--- src/rtl/mc_controller.sv ---
// Multicycle control unit for an ARM-subset datapath: instruction FSM,
// condition evaluation against the NZCV flags, and datapath select/enable decode.
module mc_controller (
    input  logic         clk,
    input  logic         Reset,
    input  logic [31:12] Instr,
    input  logic [3:0]   ALUFlags,
    output logic         PCWrite,
    output logic         MemWrite,
    output logic         RegWrite,
    output logic         IRWrite,
    output logic         AdrSrc,
    output logic         ALUSrcA,
    output logic [1:0]   ALUSrcB,
    output logic [1:0]   ResultSrc,
    output logic [1:0]   RegSrc,
    output logic [1:0]   ImmSrc,
    output logic [1:0]   ALUCtrl
);

    typedef enum logic [3:0] {
        StFetch, StDecode, StMemAdr, StMemRd, StMemWb,
        StMemWr, StExecR, StExecI, StAluWb, StBranch
    } state_e;

    state_e      state_q, state_d;
    logic [3:0]  flags_q;
    logic        cond_ex, cond_ex_q;
    logic [1:0]  reg_src_q, imm_src_q;
    logic [1:0]  dec_reg_src;
    logic [1:0]  cmd_alu;

    logic [3:0]  cond;
    logic [1:0]  op;
    logic        i_bit, s_bit, is_cmp, rd_pc;
    logic [3:0]  cmd;
    logic        unused_rn;

    assign cond      = Instr[31:28];
    assign op        = Instr[27:26];
    assign i_bit     = Instr[25];
    assign cmd       = Instr[24:21];
    assign s_bit     = Instr[20];
    assign rd_pc     = (Instr[15:12] == 4'd15);
    assign is_cmp    = (cmd == 4'b1010);
    assign unused_rn = ^Instr[19:16];

    assign dec_reg_src = {(op == 2'b01) && !s_bit, (op == 2'b10)};

    // Flags are {N,Z,C,V}
    always_comb begin
        cond_ex = 1'b0;
        case (cond)
            4'b0000: cond_ex = flags_q[2];
            4'b0001: cond_ex = !flags_q[2];
            4'b0010: cond_ex = flags_q[1];
            4'b0011: cond_ex = !flags_q[1];
            4'b0100: cond_ex = flags_q[3];
            4'b0101: cond_ex = !flags_q[3];
            4'b0110: cond_ex = flags_q[0];
            4'b0111: cond_ex = !flags_q[0];
            4'b1000: cond_ex = flags_q[1] && !flags_q[2];
            4'b1001: cond_ex = !flags_q[1] || flags_q[2];
            4'b1010: cond_ex = (flags_q[3] == flags_q[0]);
            4'b1011: cond_ex = (flags_q[3] != flags_q[0]);
            4'b1100: cond_ex = !flags_q[2] && (flags_q[3] == flags_q[0]);
            4'b1101: cond_ex = flags_q[2] || (flags_q[3] != flags_q[0]);
            4'b1110: cond_ex = 1'b1;
            default: cond_ex = 1'b0;
        endcase
    end

    always_comb begin
        cmd_alu = 2'b00;
        case (cmd)
            4'b0100: cmd_alu = 2'b00;
            4'b0010: cmd_alu = 2'b01;
            4'b1010: cmd_alu = 2'b01;
            4'b0000: cmd_alu = 2'b10;
            4'b1100: cmd_alu = 2'b11;
            default: cmd_alu = 2'b00;
        endcase
    end

    always_comb begin
        state_d = StFetch;
        case (state_q)
            StFetch:  state_d = StDecode;
            StDecode: begin
                case (op)
                    2'b00:   state_d = i_bit ? StExecI : StExecR;
                    2'b01:   state_d = StMemAdr;
                    2'b10:   state_d = StBranch;
                    default: state_d = StFetch;
                endcase
            end
            StMemAdr: state_d = s_bit ? StMemRd : StMemWr;
            StMemRd:  state_d = StMemWb;
            StExecR:  state_d = StAluWb;
            StExecI:  state_d = StAluWb;
            default:  state_d = StFetch;
        endcase
    end

    always_ff @(posedge clk or negedge Reset) begin
        if (!Reset) begin
            state_q   <= StFetch;
            flags_q   <= 4'b0000;
            cond_ex_q <= 1'b0;
            reg_src_q <= 2'b00;
            imm_src_q <= 2'b00;
        end else begin
            state_q <= state_d;
            // Condition is frozen on pre-instruction flags
            if (state_q == StDecode) begin
                cond_ex_q <= cond_ex;
                reg_src_q <= dec_reg_src;
                imm_src_q <= op;
            end
            if ((state_q == StExecR || state_q == StExecI) && s_bit && cond_ex_q) begin
                flags_q <= ALUFlags;
            end
        end
    end

    always_comb begin
        PCWrite   = 1'b0;
        MemWrite  = 1'b0;
        RegWrite  = 1'b0;
        IRWrite   = 1'b0;
        AdrSrc    = 1'b0;
        ALUSrcA   = 1'b0;
        ALUSrcB   = 2'b00;
        ResultSrc = 2'b00;
        RegSrc    = reg_src_q;
        ImmSrc    = imm_src_q;
        ALUCtrl   = 2'b00;
        case (state_q)
            StFetch: begin
                IRWrite   = 1'b1;
                PCWrite   = 1'b1;
                ALUSrcA   = 1'b1;
                ALUSrcB   = 2'b10;
                ResultSrc = 2'b10;
                RegSrc    = 2'b00;
                ImmSrc    = 2'b00;
            end
            StDecode: begin
                ALUSrcA   = 1'b1;
                ALUSrcB   = 2'b10;
                ResultSrc = 2'b10;
                RegSrc    = dec_reg_src;
                ImmSrc    = op;
            end
            StMemAdr: ALUSrcB = 2'b01;
            StMemRd:  AdrSrc = 1'b1;
            StMemWr: begin
                AdrSrc   = 1'b1;
                MemWrite = cond_ex_q;
            end
            StMemWb: begin
                ResultSrc = 2'b01;
                RegWrite  = cond_ex_q;
                PCWrite   = cond_ex_q && rd_pc;
            end
            StExecR:  ALUCtrl = cmd_alu;
            StExecI: begin
                ALUSrcB = 2'b01;
                ALUCtrl = cmd_alu;
            end
            StAluWb: begin
                RegWrite = cond_ex_q && !is_cmp;
                PCWrite  = cond_ex_q && !is_cmp && rd_pc;
            end
            StBranch: begin
                ALUSrcB   = 2'b01;
                ResultSrc = 2'b10;
                PCWrite   = cond_ex_q;
            end
            default: ;
        endcase
        // Reset aborts any write and parks the selects at their fetch values
        if (!Reset) begin
            PCWrite   = 1'b0;
            MemWrite  = 1'b0;
            RegWrite  = 1'b0;
            IRWrite   = 1'b0;
            AdrSrc    = 1'b0;
            ALUSrcA   = 1'b1;
            ALUSrcB   = 2'b10;
            ResultSrc = 2'b10;
            RegSrc    = 2'b00;
            ImmSrc    = 2'b00;
            ALUCtrl   = 2'b00;
        end
    end

endmodule

--- config.mk ---
export PLATFORM = sky130hd
export DESIGN_NAME = mc_controller
export DESIGN_NICKNAME = d
export VERILOG_FILES = /design/src/rtl/mc_controller.sv
export SDC_FILE = /design/constraint.sdc
export NUM_CORES = 1
export LEC_CHECK = 0
export BUFFER_PORTS_ARGS = -buffer_cell sky130_fd_sc_hd__buf_2
export CAP_MARGIN = 25
export CORE_MARGIN = 4
export CORE_UTILIZATION = 43
export CTS_BUF_LIST = sky130_fd_sc_hd__clkbuf_8 sky130_fd_sc_hd__clkbuf_16
export CTS_CLUSTER_DIAMETER = 40
export CTS_CLUSTER_SIZE = 28
export DETAILED_ROUTE_END_ITERATION = 8
export HOLD_SLACK_MARGIN = 0.15
export PLACE_DENSITY_LB_ADDON = 0.15
export REMOVE_ABC_BUFFERS = 1
export SKIP_CTS_REPAIR_TIMING = 1
export SLEW_MARGIN = 20
export SYNTH_ARGS = -nofsm -noshare
export SYNTH_HDL_FRONTEND = slang
export SYNTH_SLANG_ARGS = --single-unit
export TNS_END_PERCENT = 50
--- constraint.sdc ---
create_clock -name clk -period 1.64 [get_ports clk]
set_input_delay 0.328 -clock clk [delete_from_list [all_inputs] [get_ports clk]]
set_output_delay 0.328 -clock clk [all_outputs]
set_load 0.01 [all_outputs]
==> flow_metrics.tcl <==
set metrics [dict create \
    synth_top_family_by_area "simple AND/OR/NAND/NOR gates" \
    worstMarginPinSlew_ns 0.3399 \
    syn_area_sq_um 1052 \
    seq_area_frac_synth_pct 30.92 \
    synth_edf_count 0 \
    hp-class "in2reg" \
    worst_slack_ns -0.2606 \
    synth-xor-area-share_pct 3.329 \
    core_region_area_sq_um 2276 \
    violations "setup timing" \
    cp-end-kind "output pin" \
    grtUsageTotal_pct 16.05 \
    synth-compound-area-share_pct 22.24 \
    crit_slowest_cell "dfrtp_2" \
    multi_input_area_sq_um 719.4 \
    fin_worst_skew_ns 0.004360 \
    clk_latency_ns 0.24 \
    clkTransAtPathRegs_ns 0.06 \
    clk_path_buf_depth 2 \
    synth_fa_ha_area_share_pct 0 \
    synthArstFlopShare_pct 100.0 \
    final_area_sq_um 1595 \
    crit_type "reg2out" \
    grt_pass1_wl_um 4340 \
    regArea_sq_um 329.1 \
    drtAntennaViolNets 0 \
    drt-initial-drc-count 25 \
    fin_tns_setup_ns -2.582 \
    dp_slack_ns -0.06334 \
    route.detailed.drc 0 \
    postLayoutCoreUtil_pct 70.09 \
    wl_um 2959 \
    num_rows 17 \
    ios 42 \
    vias_per_cell 5.431 \
    antenna_found_initial 0 \
    dp_hpwl_um 2104 \
    synthFlopType "dfrtp_1" \
    yosys.area_share.simple_pct 28.42 \
    synth_cell_type_count 47 \
    grt_pass1_vias 1021 \
    relSlewSlack_pct 77.24 \
    status "complete, but fails checks" \
    critPathMaxStageDelay_ns 0.44 \
    die-area_sq_um 3303 \
    cts_tree "yes" \
    yosysTopAreaCell "dfrtp_1" \
    fin_nets 215 \
    place_area_sq_um 1413 \
    slew_viol_final 0 \
    start_util_pct 46.23 \
    netlist_instances 125 \
    yosysMostFrequentCell "nor2_1" \
    synth-seq-cells 13 \
    netlist.area_leader.share_pct 30.92 \
    die_w_um 57.47 \
    nFillCells 187 \
    areaGrowthSynthToFinish_pct 51.61 \
    ys_warn_count 0 \
    worstPathRequired_ns 1.31 \
    cp-start-kind "register" \
    peakVddDrop_v 0.001427 \
    gp_congestion 0.8898 \
    maxCapViolCount 0 \
    synth_common_cells "nor2_1 (14), dfrtp_1 (13), nand2_1 (9)" \
    arrival_ns 1.57 \
    grt_max_degree 13 \
    synthMuxAreaShare_pct 9.394 \
    port_buffers 37 \
    leakagePower_uw 0.0007577 \
    critical_path.max_fanout 5 \
    finalSetupViolations 16 \
    syn_avg_cell_area_sq_um 8.418 \
    drive_gt1_share_pct 46.28 \
    finalWorstPathRequiredPeriod_ns 1.901 \
    vias 1173 \
    htreeDepth 1 \
    cts_buffers 3 \
    report.final.hold_viol_count 0 \
    period_share_pct 115.9 \
    clock.fmax_ghz 0.5261 \
    antennaDiodeCount 0 \
    overflow 0 \
    wire_per_inst_um 13.70 \
    path_cells "nor4b_4 -> nand3b_1 -> a21boi_1 -> buf_2" \
    cts-root-buf "clkbuf_8" \
    die_h_um 57.47 \
    p_per_area_nw_per_um2 1516 \
    first_pass_iters 4 \
    synth.area.top_cells "dfrtp_1 (31%), nor2_1 (5.0%), mux2_1 (4.3%), nand2b_1 (4.2%), o21ai_0 (3.8%)" \
    rsz0062_at_grt "yes" \
    cts_sinks 13 \
]
==> flip-flops by register name (all words and copies together) (netlist names) <==
signal	cells
imm_src_q	2
reg_src_q	2
cond_ex_q	1
state_q	4
flags_q	4
==> where the power goes <==
group / switching [uW] / leakage (uW) / total [uW] / internal, uW
Sequential: 125 / 0.000162 / 580 / 456
Combinational: 683 / 0.000569 / 1560 / 876
Clock: 114 / 0.0000269 / 279 / 165
==> worst paths after layout <==
path,start,end,slack (ns),cells after the start
hold / removal,ALUFlags[2],flags_q[2],0.30,2
setup reg to reg,state_q[2],cond_ex_q,0.06,6
min in group asynchronous,Reset,reg_src_q[1],0.71,3
setup / recovery,state_q[2],RegSrc[0],-0.26,4
hold reg to reg,imm_src_q[0],imm_src_q[0],0.51,1
max in group asynchronous,Reset,reg_src_q[0],0.69,3
==> layout by cell type (no fill, tap or decap), types with 4 or more instances in the layout <==
| cell type | count |
|---|---|
| a21oi_1 | 5 |
| inv_1 | 5 |
| nand2b_1 | 4 |
| dfrtp_1 | 10 |
| o21ai_0 | 7 |
| mux2_1 | 4 |
| buf_2 | 35 |
| nand2_1 | 8 |
| nor2_1 | 13 |
| buf_4 | 26 |
==> metrics by stage <==
step	hold WS [ns]	power, uW	instances
after floorplan	0.03241	1225	117
after global placement	0.3125	1807	204
after detailed placement	0.3188	1843	204
after CTS	0.06304	2123	208
after global routing	0.3017	2603	216
final	0.3018	2418	216
==> worst max-delay path: cells and delay by family (launching register included) <==
family / cells / cell delay (ns)
AND/OR/NAND/NOR: 2 / 0.57
flip-flops: 1 / 0.44
AO/OA/AOI/OAI: 1 / 0.17
buffers and inverters: 1 / 0.15
==> kinds of logic after synthesis <==
| kind of cell | Yosys count |
|---|---|
| AO/OA/AOI/OAI | 33 |
| XOR/XNOR | 4 |
| buffers and inverters | 14 |
| flip-flops | 13 |
| multiplexers | 9 |
| AND/OR/NAND/NOR | 52 |
==> metal layers <==
metal  vias up  GRT usage, %  part of all wire, %
li1        588             -                    -
met1       543         21.12                   43
met2        36         27.58                   49
met3         6         3.394                  6.3
met4         0         1.987                  1.6
met5         -             0                    0
==> area by class of cell <==
class / count / share of cell area [%]
repair buffers: 67 / 27.84
multi-input cells: 98 / 45.10
clock inverters: 1 / 0.2353
clock buffers: 3 / 2.588
well taps: 28 / 2.196
inverters: 6 / 1.412
flip-flops and latches: 13 / 20.63
Power figures use the tool's default switching activity.
